## config.mk

```make
export PLATFORM = sky130hd
export DESIGN_NAME = ram_arbiter
export DESIGN_NICKNAME = d
export VERILOG_FILES = /design/src/rtl/ram_arbiter.sv
export SDC_FILE = /design/constraint.sdc
export NUM_CORES = 1
export LEC_CHECK = 0
export CORE_AREA = 2 2 110 112
export DETAILED_ROUTE_END_ITERATION = 12
export DIE_AREA = 0 0 112 114
export GPL_ROUTABILITY_DRIVEN = 0
export PLACE_DENSITY = 0.77
export SYNTH_ARGS = -nofsm -noshare
export SYNTH_HDL_FRONTEND = slang
export SYNTH_SLANG_ARGS = --single-unit
```

## constraint.sdc

```tcl
create_clock -name clk -period 6.3 [get_ports clk]
set_input_delay 1.26 -clock clk [delete_from_list [all_inputs] [get_ports clk]]
set_output_delay 1.26 -clock clk [all_outputs]
set_load 0.03 [all_outputs]
```

## src/rtl/ram_arbiter.sv

```systemverilog
// Two-master arbiter in front of a single-port RAM with a registered read port.
// One transaction in flight at a time: IDLE (grant) -> ACCESS (RAM strobe) -> RDATA (reads only).
module ram_arbiter #(
  parameter int RR = 1
) (
  input  logic        clk,
  input  logic        reset,

  input  logic        m0_req,
  input  logic        m0_rd,
  input  logic [31:0] m0_addr,
  input  logic [31:0] m0_wdata,
  input  logic [3:0]  m0_wmask,
  output logic        m0_gnt,
  output logic        m0_rvalid,

  input  logic        m1_req,
  input  logic        m1_rd,
  input  logic [31:0] m1_addr,
  input  logic [31:0] m1_wdata,
  input  logic [3:0]  m1_wmask,
  output logic        m1_gnt,
  output logic        m1_rvalid,

  output logic [31:0] rdata,

  output logic [31:0] mem_addr,
  output logic        mem_read_signal,
  output logic [31:0] mem_wdata,
  output logic [3:0]  mem_wmask,
  input  logic [31:0] mem_rdata
);

  typedef enum logic [1:0] {IDLE, ACCESS, RDATA} state_e;

  state_e      state_q, state_d;
  logic        rd_q, rd_d;
  logic [31:0] addr_q, addr_d;
  logic [31:0] wdata_q, wdata_d;
  logic [3:0]  wmask_q, wmask_d;
  logic        owner_q, owner_d;   // 0 = m0, 1 = m1
  logic        last_q, last_d;     // last master served; resets to m1 so m0 wins the first tie

  logic any_req;
  logic win_m1;
  logic rr_en;

  assign rr_en   = (RR != 0);
  assign any_req = m0_req | m1_req;
  // m1 wins when alone, or on a tie when round-robin says m0 was served last.
  assign win_m1  = m1_req & (~m0_req | (rr_en & ~last_q));

  // Address and write data always reflect the latched transaction.
  assign mem_addr  = addr_q;
  assign mem_wdata = wdata_q;

  always_ff @(posedge clk or posedge reset) begin
    if (reset) begin
      state_q <= IDLE;
      rd_q    <= 1'b0;
      addr_q  <= 32'h0;
      wdata_q <= 32'h0;
      wmask_q <= 4'h0;
      owner_q <= 1'b0;
      last_q  <= 1'b1;
    end else begin
      state_q <= state_d;
      rd_q    <= rd_d;
      addr_q  <= addr_d;
      wdata_q <= wdata_d;
      wmask_q <= wmask_d;
      owner_q <= owner_d;
      last_q  <= last_d;
    end
  end

  always_comb begin
    state_d         = state_q;
    rd_d            = rd_q;
    addr_d          = addr_q;
    wdata_d         = wdata_q;
    wmask_d         = wmask_q;
    owner_d         = owner_q;
    last_d          = last_q;
    m0_gnt          = 1'b0;
    m1_gnt          = 1'b0;
    m0_rvalid       = 1'b0;
    m1_rvalid       = 1'b0;
    rdata           = 32'h0;
    mem_read_signal = 1'b0;
    mem_wmask       = 4'h0;

    case (state_q)
      IDLE: begin
        // Gate on reset so no grant escapes while reset is held.
        if (any_req && !reset) begin
          m0_gnt  = ~win_m1;
          m1_gnt  = win_m1;
          rd_d    = win_m1 ? m1_rd    : m0_rd;
          addr_d  = win_m1 ? m1_addr  : m0_addr;
          wdata_d = win_m1 ? m1_wdata : m0_wdata;
          wmask_d = win_m1 ? m1_wmask : m0_wmask;
          owner_d = win_m1;
          last_d  = win_m1;
          state_d = ACCESS;
        end
      end
      ACCESS: begin
        mem_read_signal = rd_q;
        mem_wmask       = rd_q ? 4'h0 : wmask_q;
        state_d         = rd_q ? RDATA : IDLE;
      end
      RDATA: begin
        rdata     = mem_rdata;
        m0_rvalid = ~owner_q;
        m1_rvalid = owner_q;
        state_d   = IDLE;
      end
      default: state_d = IDLE;
    endcase
  end

endmodule
```

After elaboration in Yosys (flattened, before gate mapping). Index checks and enable logic that the tools add are counted.

Bits in registers: 73. Input bits: 174. Logic and storage cells: 38.

Equal/unequal tests: 3. Multiplexer cells: 17. Bitwise logic cells: 7. Reductions and logical operators: 4.

Operator list (number): $mux W32 (3); $mux W4 (3); $mux W1 (8); $mux W2 (2); $not A1 Y1 (4); $pmux W2 S2 (1); $eq A2 B1 Y1 const B (1); $eq A2 B2 Y1 const B (1); $logic_not A2 Y1 (1); $ne A2 B2 Y1 const B (1); $or A1 B1 Y1 (2); $reduce_and A2 Y1 (1); $and A1 B1 Y1 (1); $logic_and A1 B1 Y1 (1); $logic_not A1 Y1 (1).

Longest topological paths before layout.
Word-level depth: 6. Mapped depth: 6. Mapped depth without buffers: 4.

Least setup slack after synthesis. Ideal clock, no wire load.

Kind: input port to output port. From: input reset. To: output m1_gnt. Data arrival time: 2.114 ns. Required time: 5.040 ns. Path slack: 2.926 ns. Cell stages on the path: 4. Buffers on the path: 1. Path through: nor3_4 -> clkbuf_1 -> nand3_1 -> inv_1.

Word-level cells in the longest chain between the ends: 4.

RTL lines: from (decl) (line 7) `input logic reset,`; $logic_not A1 Y1 (line 96) `if (any_req && !reset) begin`; $logic_and A1 B1 Y1 (line 96); $mux W1 (line 96); $mux W1 (line 93) `case (state_q)`; to (decl) (line 22) `output logic m1_gnt,`.

Every way passes these cells.

Worst setup path after layout.
From: input reset. To: output m0_gnt.

Word-level cells in the longest chain between the ends: 4.

RTL lines: $logic_not A1 Y1 (line 96); $logic_and A1 B1 Y1 (line 96); $mux W1 (line 96); $mux W1 (line 93); to (decl) (line 14) `output logic m0_gnt,`.

Every way passes these cells.

==> key figures <==
STA
  • Worst Skew: 9.93 ps
  • Unrepaired setup endpoints after global routing: no
  • Minimum clock period: a little over 4000 ps
  • Fin. max-slew vios: 0
  • Setup Total Neg Slack: 0 ps
  • F_max: 243 MHz
  • Slew at the pin closest to its max-slew limit: 1150 ps
  • Final Setup Violations: 0
  • Period utilization: between 60 and 70%
  • Final hold violations: 0
  • Max transition margin: 23.1%

Final layout
  • Layout cell share with drive strength beyond 1: around 8.6%
  • Final nets: between 700 and 800
  • Filler instances: just under 1000
  • Leading cell type in the layout, fill and taps excluded: clkdlybuf4s50_1
  • Post-layout instance area: around 6800 µm²
  • Commonest non-fill, non-tap cells in the layout: clkdlybuf4s50_1 (278), dfrtp_1 (72), o32ai_1 (69), a2bb2oi_1 (49), and2_1 (38)
  • N_diodes: 0
  • Area growth syn-to-layout: 84.6%
  • Seq. cell area: 1830 µm²
  • Area of the multi-input gates: 1670 µm²

Clock tree
  • Clk Latency, worst-skew pair: 330 ps
  • Root buffer cell: clkbuf_16
  • Htree depth: 3
  • Post-CTS sizing: 0
  • TritonCTS Buffers: 9
  • CTS tree: yes
  • CTS sink cnt: 73
  • CTS clk-pin slew, worst paths: around 60 ps
  • Worst-case clock buffer depth: 2
  • Post-CTS Repair Setup Buffers: 0
  • Hold_buf cts: 0

Worst setup path
  • WP buf/inv: 2
  • CP endpoint kind: output pin
  • Crit path kind: in2out
  • CP Data Required Time: approximately 5000 ps
  • Most frequent CP cell: clkdlybuf4s50_1
  • Crit path max-delay cell type: clkdlybuf4s50_1
  • CP max stage delay: 710 ps
  • Max Fanout on Critical Path: 3
  • Critical Path AT: approximately 2900 ps
  • Startpoint types: input port
  • Crit-path leading delay family: buffers and inverters
  • CP Cell Sequence: clkdlybuf4s50_1 -> nor3_4 -> o21ai_1 -> a21oi_1 -> clkdlybuf4s50_1

GRT
  • Largest net degree at the start of global routing: 74
  • Initial antenna violation count: 0
  • GRT Util Overall: 20.8%
  • Vias in the first global route: 4057
  • GR Overflow Total: 0
  • First-pass GRT wire length: ~21000 µm

Synth
  • Yosys warns: 0
  • Syn Std Cell Area: 3710 µm²
  • Post-Syn Instances: ~310
  • Syn nets: 482
  • Seq/Total Area, Yosys: 49.3%
  • Seq cells post-synth: 73
  • Post-synthesis area per instance: between 10 and 15 µm²
  • Distinct cell type count after synthesis: 22

Die
  • Core Region: 11700 µm²
  • Die ar.: ~13000 µm²
  • Initial Util: about a third
  • # rows: 40
  • Die Wd: 112 µm
  • Die Y-Extent: 114 µm
  • I/O pins: approximately 280

Drt
  • WL/cell: 19.1 µm
  • Drt drc: 0
  • Vias: 3809
  • Routed WL: 13700 µm
  • Via-to-Cell Ratio: about 5.3
  • Initial DRT Pass Iterations: 6
  • Initial DRC Count: 162
  • Routed Antenna Nets: 0

Power and ir drop
  • Peak supply drop: ~0.19 mV
  • Pwr Density: between 300 and 400 nW/µm²
  • LEAKAGE: 2.55 nW

Outcome
  • Status: finished clean

Min path
  • HP Class: reg2reg

Place
  • I/O Buffers: 278
  • DP HPWL: 9900 µm
  • Placed cell area: ~6500 µm²

Job
  • Max-capacitance violation count: 0
## report_power, final
group,internal (mW),switching (mW)
sequential,0.623,0.0955
clock,0.314,0.215
combinational,0.567,0.617
## metrics by stage
stage	hold slack (ps)	power, mW	cells	util [%]	worst slack (ps)
global route	548	2.55	715	58.4	2080
CTS	529	2.46	715	58.4	2180
detailed placement	515	1.92	699	55.8	2200
finish	525	2.43	715	58.4	2180
floorplan	475	1.39	308	-	2930
global placement	508	1.90	699	55.8	2180
## layout make-up
class	count	share of cell area [%]
clock buffer	9	3.29
sequential	73	26.7
timing repair buffer	284	41.3
clock inverter	7	1.23
tap	147	2.69
multi-input combinational	189	24.4
inverter	6	0.329
## flip-flops by register name, indices dropped and copies added, names as in the netlist
| signal | count |
|---|---|
| mem_addr | 32 |
| mem_wdata | 32 |
| wmask_q | 4 |
| state_q | 2 |
| last_q | 1 |
| owner_q | 1 |
| rd_q | 1 |
## per-layer routing
layer | vias to the layer above | share of wire (%) | global-route usage (%)
met4 | 0 | 2.0 | 6.99
met5 | - | 0 | 0
li1 | 1757 | - | -
met3 | 21 | 6.8 | 5.95
met2 | 159 | 51 | 36.6
met1 | 1872 | 40 | 24.5
## cell usage after synthesis
library cell  count  area (µm²)
nor3_4            1        16.3
a2bb2oi_1        49         429
a21oi_1           1        5.00
nand2_1           1        3.75
a21bo_2           1        10.0
buf_6             1        11.3
nor3b_1           1        7.51
and3b_1           2        17.5
o32ai_1          69         604
and2_1           38         238
inv_1             4        15.0
dfrtp_1          72        1800
o21ai_1           1        5.00
a2bb2oi_2        20         300
buf_2             6        30.0
o21ai_0           2        10.0
dfstp_2           1        26.3
nand3_1           1        5.00
buf_4             7        52.6
inv_2             2        7.51
nor2b_1           2        12.5
clkbuf_1         26        97.6
## logic make-up (layout without fill, tap and decap cells)
logic type / count (synthesis) / in the layout / synth area share, %
flip-flops: 73 / 73 / 49.3
AND/OR/NAND/NOR: 46 / 46 / 8.10
AO/OA/AOI/OAI: 143 / 143 / 36.8
buffers and inverters: 46 / 306 / 5.77
## path summary, 6_finish.rpt
kind,start,to,slack (ps),cells after the start
worst max register to register,last_q$_DFFE_PP1P_,mem_addr[23]$_DFFE_PP0P_,4130,4
worst min-delay path,mem_addr[2]$_DFFE_PP0P_,mem_addr[2]$_DFFE_PP0P_,530,1
min in group asynchronous,reset,mem_addr[16]$_DFFE_PP0P_,1620,3
worst max-delay path,reset,m0_gnt,2180,5
worst min register to register,mem_addr[2]$_DFFE_PP0P_,mem_addr[2]$_DFFE_PP0P_,530,1
max in group asynchronous,reset,mem_addr[24]$_DFFE_PP0P_,4100,3
Power figures use the tool's default switching activity.
